[src/rtl/window_reader_pkg.sv]
// Shared types and constants for the 3x3 window reader.
// Holds the FSM state enum, the neighbour fetch-order indices P1..P9
// and the neighbour count.
package window_reader_pkg;

  typedef enum logic [1:0] {
    S_IDLE  = 2'd0,
    S_FETCH = 2'd1,
    S_OUT   = 2'd2,
    S_DONE  = 2'd3
  } state_e;

  localparam int unsigned NBR_CNT = 9;
  localparam int unsigned IDX_W   = 4;

  // Fetch order: centre, then clockwise starting at north.
  localparam logic [IDX_W-1:0] P1 = 4'd0;  // centre
  localparam logic [IDX_W-1:0] P2 = 4'd1;  // N
  localparam logic [IDX_W-1:0] P3 = 4'd2;  // NE
  localparam logic [IDX_W-1:0] P4 = 4'd3;  // E
  localparam logic [IDX_W-1:0] P5 = 4'd4;  // SE
  localparam logic [IDX_W-1:0] P6 = 4'd5;  // S
  localparam logic [IDX_W-1:0] P7 = 4'd6;  // SW
  localparam logic [IDX_W-1:0] P8 = 4'd7;  // W
  localparam logic [IDX_W-1:0] P9 = 4'd8;  // NW

endpackage

[src/rtl/window_addr_gen.sv]
// Neighbour address generator.
// Maps a centre linear address and a fetch index (P1..P9) to the RAM
// address of that neighbour using only adds/subtracts of N.
//   i_center_addr : linear address of the window centre
//   i_idx         : neighbour index
//   o_addr_c      : combinational neighbour address (wraps modulo 2^(bitSize+1))
module window_addr_gen
  import window_reader_pkg::*;
#(
  parameter int N       = 8,
  parameter int bitSize = 6
) (
  input  logic [bitSize:0]  i_center_addr,
  input  logic [IDX_W-1:0]  i_idx,
  output logic [bitSize:0]  o_addr_c
);

  localparam int unsigned AW = bitSize + 1;
  localparam logic [AW-1:0] NA  = AW'(N);
  localparam logic [AW-1:0] ONE = AW'(1);

  // Offset select; row stride N is a constant so no multiplier is needed.
  always_comb begin
    o_addr_c = i_center_addr;
    case (i_idx)
      P1:      o_addr_c = i_center_addr;
      P2:      o_addr_c = i_center_addr - NA;
      P3:      o_addr_c = i_center_addr - NA + ONE;
      P4:      o_addr_c = i_center_addr + ONE;
      P5:      o_addr_c = i_center_addr + NA + ONE;
      P6:      o_addr_c = i_center_addr + NA;
      P7:      o_addr_c = i_center_addr + NA - ONE;
      P8:      o_addr_c = i_center_addr - ONE;
      P9:      o_addr_c = i_center_addr - NA - ONE;
      default: o_addr_c = i_center_addr;
    endcase
  end

endmodule

[src/rtl/window_reader.sv]
// 3x3 neighbourhood reader for an N x N image held in RAM.
// Scans every non-border centre in raster order, fetching the nine
// neighbours one per cycle, then presents the window with a valid/ready
// handshake.
//   clk, rst_n      : clock, async active-low reset
//   start           : begin one scan (sampled in IDLE only)
//   rd_addr/rd_data : RAM read port (data combinational from address)
//   win_valid/ready : window handshake
//   win_pixels      : P1..P9, Pk at [(k-1)*pixelWidth +: pixelWidth]
//   win_center_addr : linear address of P1
//   busy, done      : activity flag, end-of-scan pulse
module window_reader
  import window_reader_pkg::*;
#(
  parameter int N          = 8,
  parameter int bitSize    = 6,
  parameter int pixelWidth = 8
) (
  input  logic                      clk,
  input  logic                      rst_n,
  input  logic                      start,
  output logic [bitSize:0]          rd_addr,
  input  logic [pixelWidth-1:0]     rd_data,
  output logic                      win_valid,
  input  logic                      win_ready,
  output logic [9*pixelWidth-1:0]   win_pixels,
  output logic [bitSize:0]          win_center_addr,
  output logic                      busy,
  output logic                      done
);

  localparam int unsigned AW = bitSize + 1;
  localparam int unsigned PW = 9 * pixelWidth;
  localparam logic [AW-1:0] ONE      = AW'(1);
  localparam logic [AW-1:0] LAST     = AW'(N - 2);
  localparam logic [AW-1:0] FIRST_C  = AW'(N + 1);
  // Stepping from (r, N-2) to (r+1, 1) skips two border pixels.
  localparam logic [AW-1:0] ROW_STEP = AW'(3);

  state_e           r_state, w_nxt_state;
  logic [AW-1:0]    r_row, w_nxt_row;
  logic [AW-1:0]    r_col, w_nxt_col;
  logic [IDX_W-1:0] r_idx, w_nxt_idx;
  logic [AW-1:0]    r_center, w_nxt_center;
  logic [AW-1:0]    r_rd_addr, w_nxt_rd_addr;
  logic [PW-1:0]    r_pixels;
  logic [AW-1:0]    r_win_center;
  logic             r_valid, r_busy, r_done;
  logic             w_nxt_done;
  logic             w_last_ctr;
  logic [AW-1:0]    w_gen_addr;

  assign w_last_ctr = (r_row == LAST) && (r_col == LAST);

  // Address for the cycle ahead is computed from next-state values so
  // rd_addr can be registered.
  window_addr_gen #(
    .N       (N),
    .bitSize (bitSize)
  ) u_addr_gen (
    .i_center_addr (w_nxt_center),
    .i_idx         (w_nxt_idx),
    .o_addr_c      (w_gen_addr)
  );

  // State register and datapath registers.
  always_ff @(posedge clk or negedge rst_n) begin
    if (!rst_n) begin
      r_state      <= S_IDLE;
      r_row        <= ONE;
      r_col        <= ONE;
      r_idx        <= '0;
      r_center     <= '0;
      r_rd_addr    <= '0;
      r_pixels     <= '0;
      r_win_center <= '0;
      r_valid      <= 1'b0;
      r_busy       <= 1'b0;
      r_done       <= 1'b0;
    end else begin
      r_state   <= w_nxt_state;
      r_row     <= w_nxt_row;
      r_col     <= w_nxt_col;
      r_idx     <= w_nxt_idx;
      r_center  <= w_nxt_center;
      r_rd_addr <= w_nxt_rd_addr;
      r_valid   <= (w_nxt_state == S_OUT);
      r_busy    <= (w_nxt_state != S_IDLE);
      r_done    <= w_nxt_done;
      if (r_state == S_FETCH) begin
        for (int unsigned k = 0; k < NBR_CNT; k++) begin
          if (r_idx == IDX_W'(k)) begin
            r_pixels[k*pixelWidth +: pixelWidth] <= rd_data;
          end
        end
        if (r_idx == P9) begin
          r_win_center <= r_center;
        end
      end
    end
  end

  // Next-state and next-output logic.
  always_comb begin
    w_nxt_state  = r_state;
    w_nxt_row    = r_row;
    w_nxt_col    = r_col;
    w_nxt_idx    = r_idx;
    w_nxt_center = r_center;
    w_nxt_done   = 1'b0;
    case (r_state)
      S_IDLE: begin
        if (start) begin
          w_nxt_state  = S_FETCH;
          w_nxt_row    = ONE;
          w_nxt_col    = ONE;
          w_nxt_idx    = P1;
          w_nxt_center = FIRST_C;
        end
      end
      S_FETCH: begin
        if (r_idx == P9) begin
          w_nxt_state = S_OUT;
          w_nxt_idx   = P1;
        end else begin
          w_nxt_idx = r_idx + IDX_W'(1);
        end
      end
      S_OUT: begin
        if (win_ready) begin
          w_nxt_idx = P1;
          if (w_last_ctr) begin
            w_nxt_state = S_DONE;
          end else begin
            w_nxt_state = S_FETCH;
            if (r_col == LAST) begin
              w_nxt_col    = ONE;
              w_nxt_row    = r_row + ONE;
              w_nxt_center = r_center + ROW_STEP;
            end else begin
              w_nxt_col    = r_col + ONE;
              w_nxt_center = r_center + ONE;
            end
          end
        end
      end
      S_DONE: begin
        w_nxt_state = S_IDLE;
        w_nxt_done  = 1'b1;
      end
      default: w_nxt_state = S_IDLE;
    endcase
    w_nxt_rd_addr = (w_nxt_state == S_FETCH) ? w_gen_addr : '0;
  end

  assign rd_addr         = r_rd_addr;
  assign win_valid       = r_valid;
  assign win_pixels      = r_pixels;
  assign win_center_addr = r_win_center;
  assign busy            = r_busy;
  assign done            = r_done;

endmodule

[config.mk]
export PLATFORM = sky130hd
export DESIGN_NAME = window_reader
export DESIGN_NICKNAME = d
export VERILOG_FILES = /design/src/rtl/window_reader_pkg.sv /design/src/rtl/window_addr_gen.sv /design/src/rtl/window_reader.sv
export SDC_FILE = /design/constraint.sdc
export NUM_CORES = 1
export LEC_CHECK = 0
export BUFFER_PORTS_ARGS = -buffer_cell sky130_fd_sc_hd__buf_4
export CAP_MARGIN = 15
export CORE_ASPECT_RATIO = 0.8
export CORE_MARGIN = 8
export CORE_UTILIZATION = 25
export DETAILED_ROUTE_END_ITERATION = 6
export GPL_ROUTABILITY_DRIVEN = 0
export HOLD_SLACK_MARGIN = 0.08
export RECOVER_POWER = 50
export SYNTH_ARGS = -nofsm -noshare
export SYNTH_HDL_FRONTEND = slang
export SYNTH_SLANG_ARGS = --single-unit
[constraint.sdc]
create_clock -name clk -period 5.2 [get_ports clk]
set_clock_uncertainty 0.1 [all_clocks]
set_input_delay 0.52 -clock clk [delete_from_list [all_inputs] [get_ports clk]]
set_output_delay 0.52 -clock clk [all_outputs]
set_load 0.02 [all_outputs]
==> impl_metrics.csv, run 1 <==
group,metric,value,unit
status,status,"finished, violations left",
status,violations,"max-capacitance violations, max-slew violations",
final_layout,utilization,0.321,
floorplan,die_w,187,um
synthesis,ys_top_cells_by_area,"dfrtp_1 (49%), mux2_2 (15%), ha_1 (5.6%)",
min_path,holdPathStages,3,
clock_network,ctsRootBufferMaster,"clkbuf_16",
synthesis,synth.most_common_cell,"dfrtp_1",
power,powerDensity,642,nW/um^2
synthesis,yosysTopAreaCell,"dfrtp_1",
clock_network,cts.clk_slew.worst_paths,0.06,ns
setup_path,worstPathMaxFanout,3,
power,power.share.clock,0.232,
synthesis,syn_inst,490,
synthesis,yosysWarnings,0,
synthesis,synth_top_cell_area_share,0.490,
timing,hold_slack,0.288,ns
timing,slew_viol_final,54,
global_routing,grt_max_degree,65,
timing,timing.fmax,0.203,GHz
floorplan,io-pin-count,101,
clock_network,cts_buffers,17,
synthesis,ys.flop_type,"dfrtp_1",
timing,finalHoldViolCount,0,
global_routing,grt_pass1_vias,4307,
routing,drc,0,
global_routing,grt_usage,0.111,
routing,wl_per_cell,16.4,um
final_layout,nNetsFinal,670,
setup_path,worstPathRequired,5.42,ns
setup_path,cp.arrival,5.14,ns
setup_path,r2r_cells,21,
power,peakVddDrop,0.000223,V
setup_path,crit_type,"reg2reg",
power,intPower,2.73,mW
timing,min_period,4.92,ns
place,dp_cells,914,
final_layout,drive_gt1_frac,0.264,
power,power_leakage,3.26,nW
synthesis,synth_fp_nets,532,
power,switchingPower,2.04,mW
routing,drt-initial-drc-count,455,
routing,drt-total-wl,15600,um
clock_network,clock_sinks,116,
synthesis,postSynthAreaPerCell,11.9,sq um
place,io_buffers,100,
synthesis,synth_common_cells,"dfrtp_1 (114), mux2_2 (79), nand2_1 (36), nor2_1 (30), ha_1 (26)",
floorplan,coreArea,23100,sq um
min_path,hp-start,"start",
setup_path,reg2reg_to,"rd_addr[6]",
routing,first_pass_iters,5,
clock_network,cts_tree,"built",
final_layout,n_antenna_cell,0,
floorplan,die_height,152,um
final_layout,fill_cells,2425,
routing,vias,4329,
clock_network,ctsHtreeMaxLevel,4,
timing,period_share,0.946,
min_path,min_to,"busy",
clock_network,clockBufferDepth,2,
clock_network,clkLatencyLatePin,0.41,ns
floorplan,start_util,0.251,
global_routing,gr-total-overflow,0,
run,max-cap-violations,1,
power,power_frac_seq,0.316,
synthesis,synth_async_sr_flop_share,1.00,
synthesis,ys_seq_elements,116,
final_layout,syn2layout_area_growth,27.8,%
power,switching_share,0.428,
setup_path,r2r_start,"r_col[0]",
place,place_area,7080,sq um
floorplan,die_area,28400,sq um
final_layout,final_area,7430,sq um
setup_path,reg2reg_slack,0.28,ns
synthesis,ys_seq_area_frac,0.499,
synthesis,synth_edf_count,0,
global_routing,grt_pass1_wl,25200,um
setup_path,start_kind,"flop",
synthesis,yosysUniqueCellTypes,61,
routing,final_antenna_net_count,0,
timing,finalSetupTns,0,ns
place,hpwl,11200,um
timing,worst_slew_margin_rel,-0.968,
synthesis,synthesis.area,5820,sq um
power,combPwrFrac,0.452,
timing,rsz0062_at_grt,"false",
setup_path,end_kind,"flop",
min_path,hold_class,"in2reg",
timing,tightestPinTransition,2.95,ns
final_layout,finalNonFillerCells,953,
floorplan,rows,50,
global_routing,antenna_found_initial,0,
timing,setup-violations-final,0,
routing,viasPerCell,4.54,
[flip-flops by register name (all words and copies together), names as in the netlist]
signal	flops
rd_addr	7
r_col	7
r_idx	4
r_row	7
r_center	7
win_center_addr	7
done	1
win_valid	1
busy	1
win_pixels	72
r_state	2
[through the flow]
stage / power, mW / worst slack, ns
floorplan: 3.01 / 0.0548
global placement: 3.94 / 0.0924
detailed placement: 3.96 / 0.0147
CTS: 5.09 / 0.0311
global route: 5.07 / 0.0660
finish: 4.77 / 0.282
[logic make-up (layout without fill, tap and decap cells)]
group                      Yosys count  count (layout)  share of synthesized area
xor gates and xnor gates            30              30                     0.0452
AOI/OAI and AO/OA                   76              76                     0.0929
buffers and inverters               28             179                     0.0202
adders and majority gates           30              30                     0.0697
DFF                                116             116                      0.499
and+or+nand+nor                    127             127                      0.113
muxes                               83              83                      0.160
[per-layer routing]
metal / global-route usage / share of wire / up-vias
li1: - / - / 2061
met1: 0.163 / 0.54 / 2122
met2: 0.147 / 0.39 / 138
met3: 0.0384 / 0.066 / 8
met4: 0.0344 / 0.0067 / 0
met5: 0 / 0 / -
[area by class of cell]
class / count / area [sq um] / area share
Timing Repair Buffer: 128 / 618 / 0.0831
Inverter: 19 / 73.8 / 0.00993
Clock buffer: 19 / 453 / 0.0609
Sequential cell: 116 / 2910 / 0.391
Tap cell: 312 / 390 / 0.0525
Multi-Input combinational cell: 346 / 2900 / 0.390
Clock inverter: 13 / 97.6 / 0.0131
[cell usage in the layout, fill, tap and decap left out, types with 5 or more instances in the layout]
cell type	n
dfrtp_1	114
clkbuf_1	92
mux2_2	79
nand2_1	35
buf_4	34
nor2_1	30
ha_1	22
a21oi_1	19
xnor2_1	18
clkbuf_16	17
inv_1	16
xor2_1	12
nor3_1	10
o21ai_0	10
nand3_1	8
and3_1	7
a21o_1	5
[what timing repair did]
item                                   CTS  global route
setup endpoints to repair                1             1
buffers inserted                         4             3
gates resized for setup                  5            14
pin swaps                                3            10
endpoints found under the hold margin   14             0
hold buffers                             1             0
[power groups by stage]
stage / Combinational (mW) / Sequential (mW) / Clock, mW
floorplan: 1.13 / 1.88 / 0
global placement: 2.42 / 1.52 / 0
detailed placement: 2.44 / 1.53 / 0
CTS: 2.45 / 1.51 / 1.13
global route: 2.35 / 1.56 / 1.17
finish: 2.16 / 1.51 / 1.11
[critical path, stage by stage, from the launching register on]
cell	delay, ns
dfstp_2	0.36
inv_1	0.05
ha_1	0.14
nor4bb_4	0.26
buf_4	0.15
nand2_2	0.06
fa_2	0.36
nand4b_1	0.25
o211ai_1	0.25
o311ai_2	0.14
buf_4	0.18
ha_4	0.27
inv_2	0.05
ha_4	0.27
and3_1	0.18
a2111oi_2	0.09
a31oi_2	0.15
or4b_4	0.48
and3_4	0.20
or4b_1	0.46
o211a_1	0.16
a311oi_2	0.22
[worst max path at each step]
stage	from	to	slack [ns]	cells after the start
after floorplan	r_col[0]	rd_addr[6]	0.05	19
after CTS	r_col[0]	rd_addr[6]	0.03	25
after global routing	r_col[0]	rd_addr[6]	0.07	24
after global placement	r_col[0]	rd_addr[6]	0.09	21
after detailed placement	r_col[0]	rd_addr[6]	0.01	21
final	r_col[0]	rd_addr[6]	0.28	21
(Power assumes the default switching activity.)
==> run 2, diff against run 1 <==
--- a/config.mk
+++ b/config.mk
@@ -7,7 +7,7 @@
 export LEC_CHECK = 0
 export BUFFER_PORTS_ARGS = -buffer_cell sky130_fd_sc_hd__buf_4
 export CAP_MARGIN = 15
-export CORE_ASPECT_RATIO = 0.8
+export CORE_ASPECT_RATIO = 0.7
 export CORE_MARGIN = 8
 export CORE_UTILIZATION = 25
 export DETAILED_ROUTE_END_ITERATION = 6
==> constraint.sdc (replaced) <==
create_clock -name clk -period 4.05 [get_ports clk]
set_clock_uncertainty 0.1 [all_clocks]
set_input_delay 0.405 -clock clk [delete_from_list [all_inputs] [get_ports clk]]
set_output_delay 0.405 -clock clk [all_outputs]
set_load 0.02 [all_outputs]
==> run 2 against run 1 <==
Combinational power grew 51%. Largest power group unchanged. Critical path type unchanged. Count of clock-buffer cells in the layout rose by 3. Worst hold slack worse by 0.094 ns. Wire length rose by 9.2%. The run ends with negative setup slack left. Critical path depth is 1 lower.
==> impl_metrics.csv, run 2 (synthesis results as in run 1) <==
group,metric,value,unit
min_path,hold_class,"in2reg",
global_routing,grt_max_degree,91,
final_layout,nNetsFinal,725,
global_routing,use_met3,0.0304,
power,power.share.clock,0.224,
setup_path,cpMaxStageDelayCell,"or4b_4",
place,hpwl,12500,um
setup_path,reg2reg_slack,-0.87,ns
floorplan,io-pin-count,101,
timing,slew_viol_final,0,
global_routing,grtUsageMet1,0.176,
floorplan,die_height,144,um
final_layout,n_antenna_cell,0,
setup_path,crit_type,"reg2reg",
routing,first_pass_iters,5,
setup_path,cp.arrival,5.13,ns
floorplan,coreArea,22700,sq um
global_routing,gr-total-overflow,0,
floorplan,rows,46,
power,switchingPower,2.67,mW
routing,final_antenna_net_count,0,
clock_network,clock_sinks,116,
timing,period_share,1.21,
clock_network,cts_buffers,17,
global_routing,use_met2,0.178,
timing,min_period,4.92,ns
final_layout,layout_common_cells,"buf_4 (116), dfrtp_1 (114), mux2_2 (79), clkbuf_1 (65), nand2_1 (35)",
timing,fin_ws,-0.868,ns
timing,worst_slew_margin_rel,0.0211,
timing,setup-violations-final,1,
routing,vias,4518,
global_routing,grt_usage,0.122,
setup_path,slowest_delay,0.48,ns
routing,viasPerCell,4.49,
status,violations,"negative setup slack",
setup_path,worst-path-buf-inv,2,
setup_path,worstPathRequired,4.26,ns
power,power_frac_seq,0.286,
floorplan,start_util,0.256,
power,power_leakage,3.67,nW
power,switching_share,0.403,
timing,rsz0062_at_grt,"true",
global_routing,grt_pass1_vias,4563,
power,powerDensity,821,nW/um^2
setup_path,start_kind,"flop",
timing,timing.fmax,0.203,GHz
final_layout,utilization,0.356,
timing,finalSetupTns,-0.868,ns
final_layout,drive_gt1_frac,0.381,
clock_network,ctsHtreeMaxLevel,4,
clock_network,clkLatencyLatePin,0.41,ns
clock_network,cts.clk_slew.worst_paths,0.06,ns
routing,wl_per_cell,17.0,um
final_layout,seq_area,2910,sq um
global_routing,antenna_found_initial,0,
place,io_buffers,100,
power,finalPower,6.64,mW
final_layout,fill_cells,2303,
final_layout,largest_reg_flops,72,
final_layout,multi_input_area,3000,sq um
clock_network,clockBufferDepth,2,
power,intPower,3.97,mW
clock_network,ctsRootBufferMaster,"clkbuf_16",
setup_path,cp_top_family,"simple AND/OR/NAND/NOR gates",
timing,tightestPinTransition,1.47,ns
run,max-cap-violations,0,
routing,drt-total-wl,17100,um
floorplan,die_w,198,um
routing,drc,0,
power,peakVddDrop,0.000388,V
status,status,"finished, violations left",
timing,finalHoldViolCount,0,
setup_path,crit_chain,"inv_2 -> ha_4 -> nor4bb_4 -> nand2_2 -> fa_2 -> nand4b_1 -> o211ai_1 -> o311ai_4 -> inv_2 -> ha_4 -> xor2_1 -> ha_1 -> and3_4 -> a2111oi_4 -> a31oi_1 -> or4b_4 -> and3_4 -> or4b_4 -> o211a_1 -> a311oi_2",
global_routing,grt_pass1_wl,26900,um
power,combPwrFrac,0.490,
global_routing,grt_busiest_layer,"met2",
routing,drt-initial-drc-count,323,
setup_path,end_kind,"flop",
final_layout,syn2layout_area_growth,39.1,%
final_layout,layout_commonest_cell,"buf_4",
clock_network,cts_tree,"built",
setup_path,worstPathMaxFanout,4,
floorplan,die_area,28500,sq um
[run 2: cell count changes in the layout (fill, tap and decap cells not counted), sizes merged]
cell / previous run / this run
buf: 34 / 118
bufinv: 0 / 2
clkbuf: 112 / 86
clkinvlp: 4 / 2
inv: 23 / 19
[run 2: path summary, 6_finish.rpt]
| path | start | end | cells after the start |
|---|---|---|---|
| hold / removal | start | busy | 3 |
| max in group asynchronous | rst_n | win_pixels[35] | 3 |
| min in group asynchronous | rst_n | win_pixels[15] | 2 |
| hold reg to reg | win_pixels[32] | win_pixels[32] | 1 |
| setup / recovery | r_col[0] | rd_addr[6] | 20 |
| setup reg to reg | r_col[0] | rd_addr[6] | 20 |
[run 2: per-stage QoR]
step,std cells,cell area (sq um),worst slack (ns),hold slack (ns)
after detailed placement,968,7590,-0.850,0.251
after global routing,1007,8090,-1.11,0.200
final,1007,8090,-0.868,0.194
after CTS,1004,8220,-0.856,0.176
after floorplan,490,5910,-0.620,0.00941
after global placement,968,7590,-0.662,0.247
[run 2: layout make-up]
| cell class | count | area share |
|---|---|---|
| inverter | 19 | 0.00912 |
| timing repair buffer | 183 | 0.142 |
| sequential | 116 | 0.359 |
| clock buffer | 22 | 0.0586 |
| multi-input combinational | 346 | 0.370 |
| clock inverter | 9 | 0.0128 |
| tap | 312 | 0.0482 |
[run 2: timing repair]
action,in CTS,in global routing
pin swaps,5,10
hold buffers,1,0
cloned,0,0
buffers inserted,4,3
endpoints found under the hold margin,26,0
gates resized for setup,2,18
endpoints found under the setup margin,2,3
[run 2: layer usage]
layer | vias up | share of wire
met5 | - | 0
met4 | 0 | 0.0094
met3 | 15 | 0.043
met2 | 84 | 0.44
met1 | 2259 | 0.51
li1 | 2160 | -
[run 2: worst min-delay path, cell delays in order]
cell and delay (ns):
buf_4 0.11, nor3_1 0.05, nor2_1 0.10
[run 2: power groups by stage]
| stage | registers, mW | clock network [mW] | logic, mW |
|---|---|---|---|
| 2_1_floorplan | 2.42 | 0 | 1.46 |
| 3_3_place_gp | 1.91 | 0 | 3.40 |
| 3_5_place_dp | 1.92 | 0 | 3.43 |
| 4_1_cts | 1.91 | 1.52 | 3.46 |
| 5_1_grt | 1.96 | 1.57 | 3.53 |
| 6_report | 1.90 | 1.49 | 3.26 |
